[src/rtl/branch_resolve.sv]
// EX-stage branch/jump resolution: decodes BRANCH/JAL/JALR, computes the target,
// and drives the redirect handshake and the flush window.
module branch_resolve #(
  parameter int DWIDTH       = 32,
  parameter int AWIDTH       = 32,
  parameter int FLUSH_CYCLES = 2
) (
  input  logic              clk,
  input  logic              reset,
  input  logic              ex_valid_i,
  input  logic [6:0]        opcode_i,
  input  logic [2:0]        funct3_i,
  input  logic [AWIDTH-1:0] pc_i,
  input  logic [DWIDTH-1:0] imm_i,
  input  logic [DWIDTH-1:0] rs1_i,
  input  logic              breq_i,
  input  logic              brlt_i,
  input  logic              redir_ready_i,
  output logic              redir_valid_o,
  output logic [AWIDTH-1:0] redir_pc_o,
  output logic              flush_o,
  output logic              ex_stall_o,
  output logic              illegal_o,
  output logic              misalign_o,
  output logic [15:0]       br_count_o,
  output logic [15:0]       taken_count_o
);

  localparam logic [6:0] OP_BRANCH  = 7'b1100011;
  localparam logic [6:0] OP_JAL     = 7'b1101111;
  localparam logic [6:0] OP_JALR    = 7'b1100111;
  localparam logic [2:0] FLUSH_LOAD = 3'(FLUSH_CYCLES - 1);

  typedef enum logic [1:0] {IDLE, REDIRECT, FLUSH} state_t;

  state_t            state;
  logic [2:0]        flush_cnt;

  logic [AWIDTH-1:0] imm_ext;
  logic [AWIDTH-1:0] rs1_ext;
  logic              is_branch;
  logic              is_jal;
  logic              is_jalr;
  logic              br_illegal;
  logic              br_cond;
  logic              br_taken;
  logic              taken;
  logic [AWIDTH-1:0] base;
  logic [AWIDTH-1:0] sum;
  logic [AWIDTH-1:0] target;
  logic              misaligned;

  // Immediate is sign-extended when the address is wider than the data path
  generate
    if (DWIDTH >= AWIDTH) begin : g_trunc
      assign imm_ext = imm_i[AWIDTH-1:0];
      assign rs1_ext = rs1_i[AWIDTH-1:0];
    end else begin : g_sext
      assign imm_ext = {{(AWIDTH-DWIDTH){imm_i[DWIDTH-1]}}, imm_i};
      assign rs1_ext = {{(AWIDTH-DWIDTH){1'b0}}, rs1_i};
    end
  endgenerate

  assign is_branch  = (opcode_i == OP_BRANCH);
  assign is_jal     = (opcode_i == OP_JAL);
  assign is_jalr    = (opcode_i == OP_JALR);
  assign br_illegal = is_branch && (funct3_i[2:1] == 2'b01);

  // funct3[2] picks the less-than flag, funct3[0] inverts the sense
  assign br_cond    = funct3_i[2] ? brlt_i : breq_i;
  assign br_taken   = is_branch && !br_illegal && (br_cond ^ funct3_i[0]);
  assign taken      = br_taken || is_jal || is_jalr;

  assign base       = is_jalr ? rs1_ext : pc_i;
  assign sum        = base + imm_ext;
  assign target     = {sum[AWIDTH-1:1], sum[0] & ~is_jalr};
  assign misaligned = target[1];

  assign ex_stall_o = (state != IDLE);

  always_ff @(posedge clk) begin
    if (reset) begin
      state         <= IDLE;
      flush_cnt     <= 3'd0;
      redir_valid_o <= 1'b0;
      redir_pc_o    <= '0;
      flush_o       <= 1'b0;
      illegal_o     <= 1'b0;
      misalign_o    <= 1'b0;
      br_count_o    <= 16'd0;
      taken_count_o <= 16'd0;
    end else begin
      illegal_o  <= 1'b0;
      misalign_o <= 1'b0;
      case (state)
        IDLE: begin
          if (ex_valid_i) begin
            if (is_branch && br_count_o != 16'hFFFF)
              br_count_o <= br_count_o + 16'd1;
            if (br_taken && taken_count_o != 16'hFFFF)
              taken_count_o <= taken_count_o + 16'd1;
            if (br_illegal)
              illegal_o <= 1'b1;
            if (taken) begin
              if (misaligned) begin
                misalign_o <= 1'b1;
              end else begin
                state         <= REDIRECT;
                redir_valid_o <= 1'b1;
                redir_pc_o    <= target;
              end
            end
          end
        end
        REDIRECT: begin
          if (redir_ready_i) begin
            state         <= FLUSH;
            redir_valid_o <= 1'b0;
            flush_o       <= 1'b1;
            flush_cnt     <= FLUSH_LOAD;
          end
        end
        FLUSH: begin
          // Counter starts at FLUSH_CYCLES-1 so flush_o spans exactly FLUSH_CYCLES
          if (flush_cnt == 3'd0) begin
            state   <= IDLE;
            flush_o <= 1'b0;
          end else begin
            flush_cnt <= flush_cnt - 3'd1;
          end
        end
        default: begin
          state <= IDLE;
        end
      endcase
    end
  end

endmodule

[config.mk]
export PLATFORM = sky130hd
export DESIGN_NAME = branch_resolve
export DESIGN_NICKNAME = d
export VERILOG_FILES = /design/src/rtl/branch_resolve.sv
export SDC_FILE = /design/constraint.sdc
export NUM_CORES = 1
export LEC_CHECK = 0
export ABC_CLOCK_PERIOD_IN_PS = 4900
export CAP_MARGIN = 5
export CORE_ASPECT_RATIO = 1.4
export CORE_UTILIZATION = 45
export DETAILED_ROUTE_END_ITERATION = 12
export HOLD_SLACK_MARGIN = 0.08
export PLACE_DENSITY = 0.81
export REMOVE_ABC_BUFFERS = 1
export SYNTH_ARGS = -nofsm -noshare
export SYNTH_HDL_FRONTEND = slang
export SYNTH_SLANG_ARGS = --single-unit
[constraint.sdc]
create_clock -name clk -period 4.9 [get_ports clk]
set_input_delay 0.735 -clock clk [delete_from_list [all_inputs] [get_ports clk]]
set_output_delay 0.735 -clock clk [all_outputs]
set_load 0.03 [all_outputs]
-- Word-level counts from Yosys, hierarchy flattened
Cells that the tools add are included.
- register bits after elaboration: 72
- input port bits: 112
- word-level logic and storage cells: 77
- add/subtract/negate cells: 4
- equality and inequality tests: 14
- mux-type cells: 21
- bitwise logic cells: 7
- reduce and logical (&&, ||, !) cells: 22
- operators with widths (kind ; number):
    $add 16x1->16 const B ; 2
    $add 32x32->32 ; 1
    $mux 32 ; 1
    $ne 16x16->1 const B ; 2
    $eq 7x7->1 const B ; 3
    $ne 2x2->1 const B ; 6
    $reduce_and 3->1 ; 4
    $mux 2 ; 5
    $reduce_and 5->1 ; 2
    $mux 1 ; 9
    $mux 3 ; 2
    $pmux 2 s3 ; 1
    $pmux 3 s2 ; 1
    $reduce_bool 2->1 ; 3
    $logic_and 1x1->1 ; 5
    $not 1->1 ; 5
    $eq 2x1->1 const B ; 2
    $pmux 1 s2 ; 2
    $reduce_and 4->1 ; 1
    $reduce_or 4->1 ; 1
    $logic_not 3->1 ; 1
    $reduce_or 3->1 ; 1
    $sub 3x1->3 const B ; 1
    $eq 2x2->1 const B ; 1
    other kinds (5) ; 6

-- Logic depth before layout (Yosys ltp)
Gate-level depths: netlist of run 1.
- depth after elaboration: 10
- gate-level depth with buffers: 16
- gate-level depth less buffers: 15

-- Worst setup path after synthesis of run 1
No wires, ideal clock.
- path type: input port to flip-flop
- start point: in opcode_i[4]
- end point: reg redir_pc_o[24]
- library setup time: 62 ps
- arrival: 4014 ps
- data required time: 4838 ps
- setup slack: 824 ps
- stages on the path: 16
- buffers on the path: 1
- cell sequence: and4b_1 -> nand4b_1 -> clkbuf_1 -> mux2_2 -> ha_1 -> inv_1 -> fa_1 -> and2b_2 -> o2111ai_2 -> a21boi_2 -> a211oi_1 -> a211o_4 -> o21ai_2 -> a31oi_1 -> or4_1 -> nand3_1
- longest elaborated chain between the ends: 8
- elaborated cells on any way between the ends: 13
- classes of those cells: add/sub: 1; eq/ne: 3; mux: 1; bitwise: 1; reduce/logical: 7
- RTL lines (element ; RTL line ; RTL):
    start, declared ; 11 ; input logic [6:0] opcode_i,
    branches (longest 8 deep; another with $add 32x32->32) ; n/a ;
    end signal, assigned ; 110 ; redir_pc_o <= target;
    end, declared ; 20 ; output logic [AWIDTH-1:0] redir_pc_o,
Parallel ways; which one is timed is not known.
A chain may end at the register's enable or synchronous reset.

-- Worst setup path in the final report of run 1
- start point: in opcode_i[5]
- end point: reg redir_pc_o[25]
The elaborated chain is that of the path after synthesis.

==> run metrics, run 1 <==
setup_tns 0 ns; Post-Synth Simple-Gate Area 22.6%; Initial Util 47.0%; CTS sink cnt 72; Mapped Avg Cell Area 8.13 um^2; worst slew pin tran 0.886 ns; Hold Path Depth 2; Setup CP Type in -> reg; commonest non-fill, non-tap cell in the layout clkdlybuf4s50_1; Final HPWL DP 11,100 um; Synth Cell Area 0.00494 mm^2; Final Setup Violations 0; sequential fraction of the synthesis area 29.2%; number of max-cap violations 0; vias in the first global route 5,213; Distinct cells, synth 59; clock skew 0.00549 ns; final worst path period need 4.24 ns; Gate Count Post-Synth 608; worst skew pair latency 0.33 ns; Fin. Hold Viols 0; Slew headroom 40.9%; root buffer cell clkbuf_16; routed wire length per instance 15.2 um; die width 90.6 um; RSZ-0062 raised after global routing false; CTS H-tree depth 3; top post-synthesis cells by area dfxtp_1, ha_1, mux2_2; Synth Area in Compound Gates 17.9%; Nets 933; layout cells sized above 1 9.01%; gr ovfl total 0; post-synthesis mux area share 7.88%; antenna viol nets, final 0; Row Count 44; Ys Warns 0; Post-route DRC 0; Overall Global Routing Usage 25.2%; asr flop ratio synth 0%; core box area 0.0105 mm^2; CP Max Fanout 21; Area growth syn-to-layout 45.4%; cts repair resizes 0; XOR/XNOR share of the synthesized area 9.75%; Slew Viols, Final 0; port buffer count 179; r2r worst-path depth 8; DRT Pass-1 Iters 7; pre-CTS setup slack 0.355 ns; post-cts hold buffer count 0; largest net degree at the start of global routing 52; vias 5,188; post-synthesis adder-cell area fraction 9.77%; CTS Buffer Depth 2; path type of the worst min-delay path reg -> reg; Die ar. 0.0114 mm^2; Inserted Clock Buffers 9; Ports 181; Critical Path AT 4.51 ns; cell taking the most area after synthesis dfxtp_1; leakage 2.78 nW; fillcell total 824; ant diodes 0; post-synthesis register bit count 72; Iteration-0 DRC Markers 243; postcts setup bufs 0; Via-to-Cell Ratio 5.60; initial antenna violation count 0; Worst EP required 5.16 ns; GP Congestion 0.901; largest family of logic cells by synthesized area simple AND/OR/NAND/NOR gates; Setup WS post-layout 0.658 ns; CTS tree built; Die Y 126 um; FMAX 0.236 GHz; Clock transition at path regs 0.06 ns; number of synthesized flops with an enable pin 0; Power per Cell Area 224 mW/mm^2; outcome completed; Routed WL 14,100 um; period utilization 86.6%; most frequent cells in the layout clkdlybuf4s50_1, nand2_1, dfxtp_1, nor2_1, a21oi_1; post-synth top area share 29.2%; Worst setup EP type flop; Primary FF master, synth dfxtp_1; VDD IR-drop max 0.141 mV; global-route wire length before repair 23,700 um; startpoint type of the worst setup path primary input
## path summary, 6_finish.rpt
path / from / slack, ns / to
worst max-delay path: opcode_i[5] / 0.66 / redir_pc_o[25]
worst min-delay path: redir_pc_o[8] / 0.45 / redir_pc_o[8]
worst max register to register: state[1] / 2.53 / br_count_o[13]
worst min register to register: redir_pc_o[8] / 0.45 / redir_pc_o[8]
## power breakdown
group | leakage [nW] | total, mW | switching, mW | internal, mW
Sequential | 0.580 | 0.587 | 0.000831 | 0.587
Clock | 0.131 | 0.659 | 0.263 | 0.396
Combinational | 2.07 | 0.365 | 0.172 | 0.193
## layer usage
metal	wire length, um	vias up	global-route usage (%)
met4	432	0	10.7
met2	7410	200	47.0
met5	0	-	0
met3	759	41	4.53
li1	-	2513	-
met1	5460	2434	27.7
## synthesized netlist by cell type, types with 6 or more instances
| cell | number |
|---|---|
| nand2_1 | 83 |
| dfxtp_1 | 72 |
| nor2_1 | 59 |
| a21oi_1 | 58 |
| ha_1 | 37 |
| xor2_1 | 33 |
| mux2_2 | 31 |
| nand3_1 | 24 |
| xnor2_1 | 22 |
| clkbuf_1 | 18 |
| and3_1 | 16 |
| o21ai_0 | 15 |
| a21o_1 | 13 |
| inv_1 | 12 |
| nor3_1 | 11 |
| nand4_1 | 10 |
| a211oi_1 | 8 |
| or3_1 | 7 |
| and4_1 | 6 |
| o21a_1 | 6 |
## cell families (layout without fill, tap and decap cells)
kind of cell	after synthesis	in the layout
other cells	1	1
compound gates	135	135
buf+inv	36	216
flops	72	72
fa+ha+maj	38	38
simple gates	236	236
mux	35	35
xor+xnor	55	55
## final cells by class
class	instances	area [um^2]	share of cell area, %
multi-input cells	500	3360	46.8
repair buffers	188	1870	26.0
flip-flops and latches	72	1440	20.1
clock buffers	10	229	3.19
well taps	138	173	2.40
clock inverters	6	68.8	0.958
inverters	12	45.0	0.627
## flip-flops by register name, summed over array words and instances (netlist names), 2 cells and up
signal / cells
flush_cnt: 3
state: 2
taken_count_o: 16
br_count_o: 16
redir_pc_o: 31
## per-stage QoR
stage               area, um^2  util (%)  std cells  total power, mW  hold WS [ns]
global placement          6880      65.5        910            0.955         0.438
global route              7180      68.3        926             1.69         0.476
finish                    7180      68.3        926             1.61         0.452
CTS                       7180      68.3        926             1.62         0.454
floorplan                 4840         -        584            0.812         0.501
detailed placement        6880      65.5        910            0.961         0.445
## worst max-delay path: stages
cell	delay, ns
clkdlybuf4s50_1	0.45
and4b_1	0.21
nand4b_1	0.24
buf_12	0.25
mux2_2	0.29
ha_1	0.29
a211oi_1	0.31
o21bai_1	0.17
o211ai_1	0.37
o31ai_1	0.14
buf_4	0.17
a31oi_1	0.27
o221ai_1	0.19
xnor2_1	0.16
nand2_1	0.07
a21oi_1	0.18
Note: power is estimated with default switching activity, not from simulation.
==> inputs of run 2 (changes only) <==
Settings changed: SKIP_CTS_REPAIR_TIMING from default to 1.
==> results of run 2 <==
No change in the layout: final DEF, timing and power equal those of run 1.
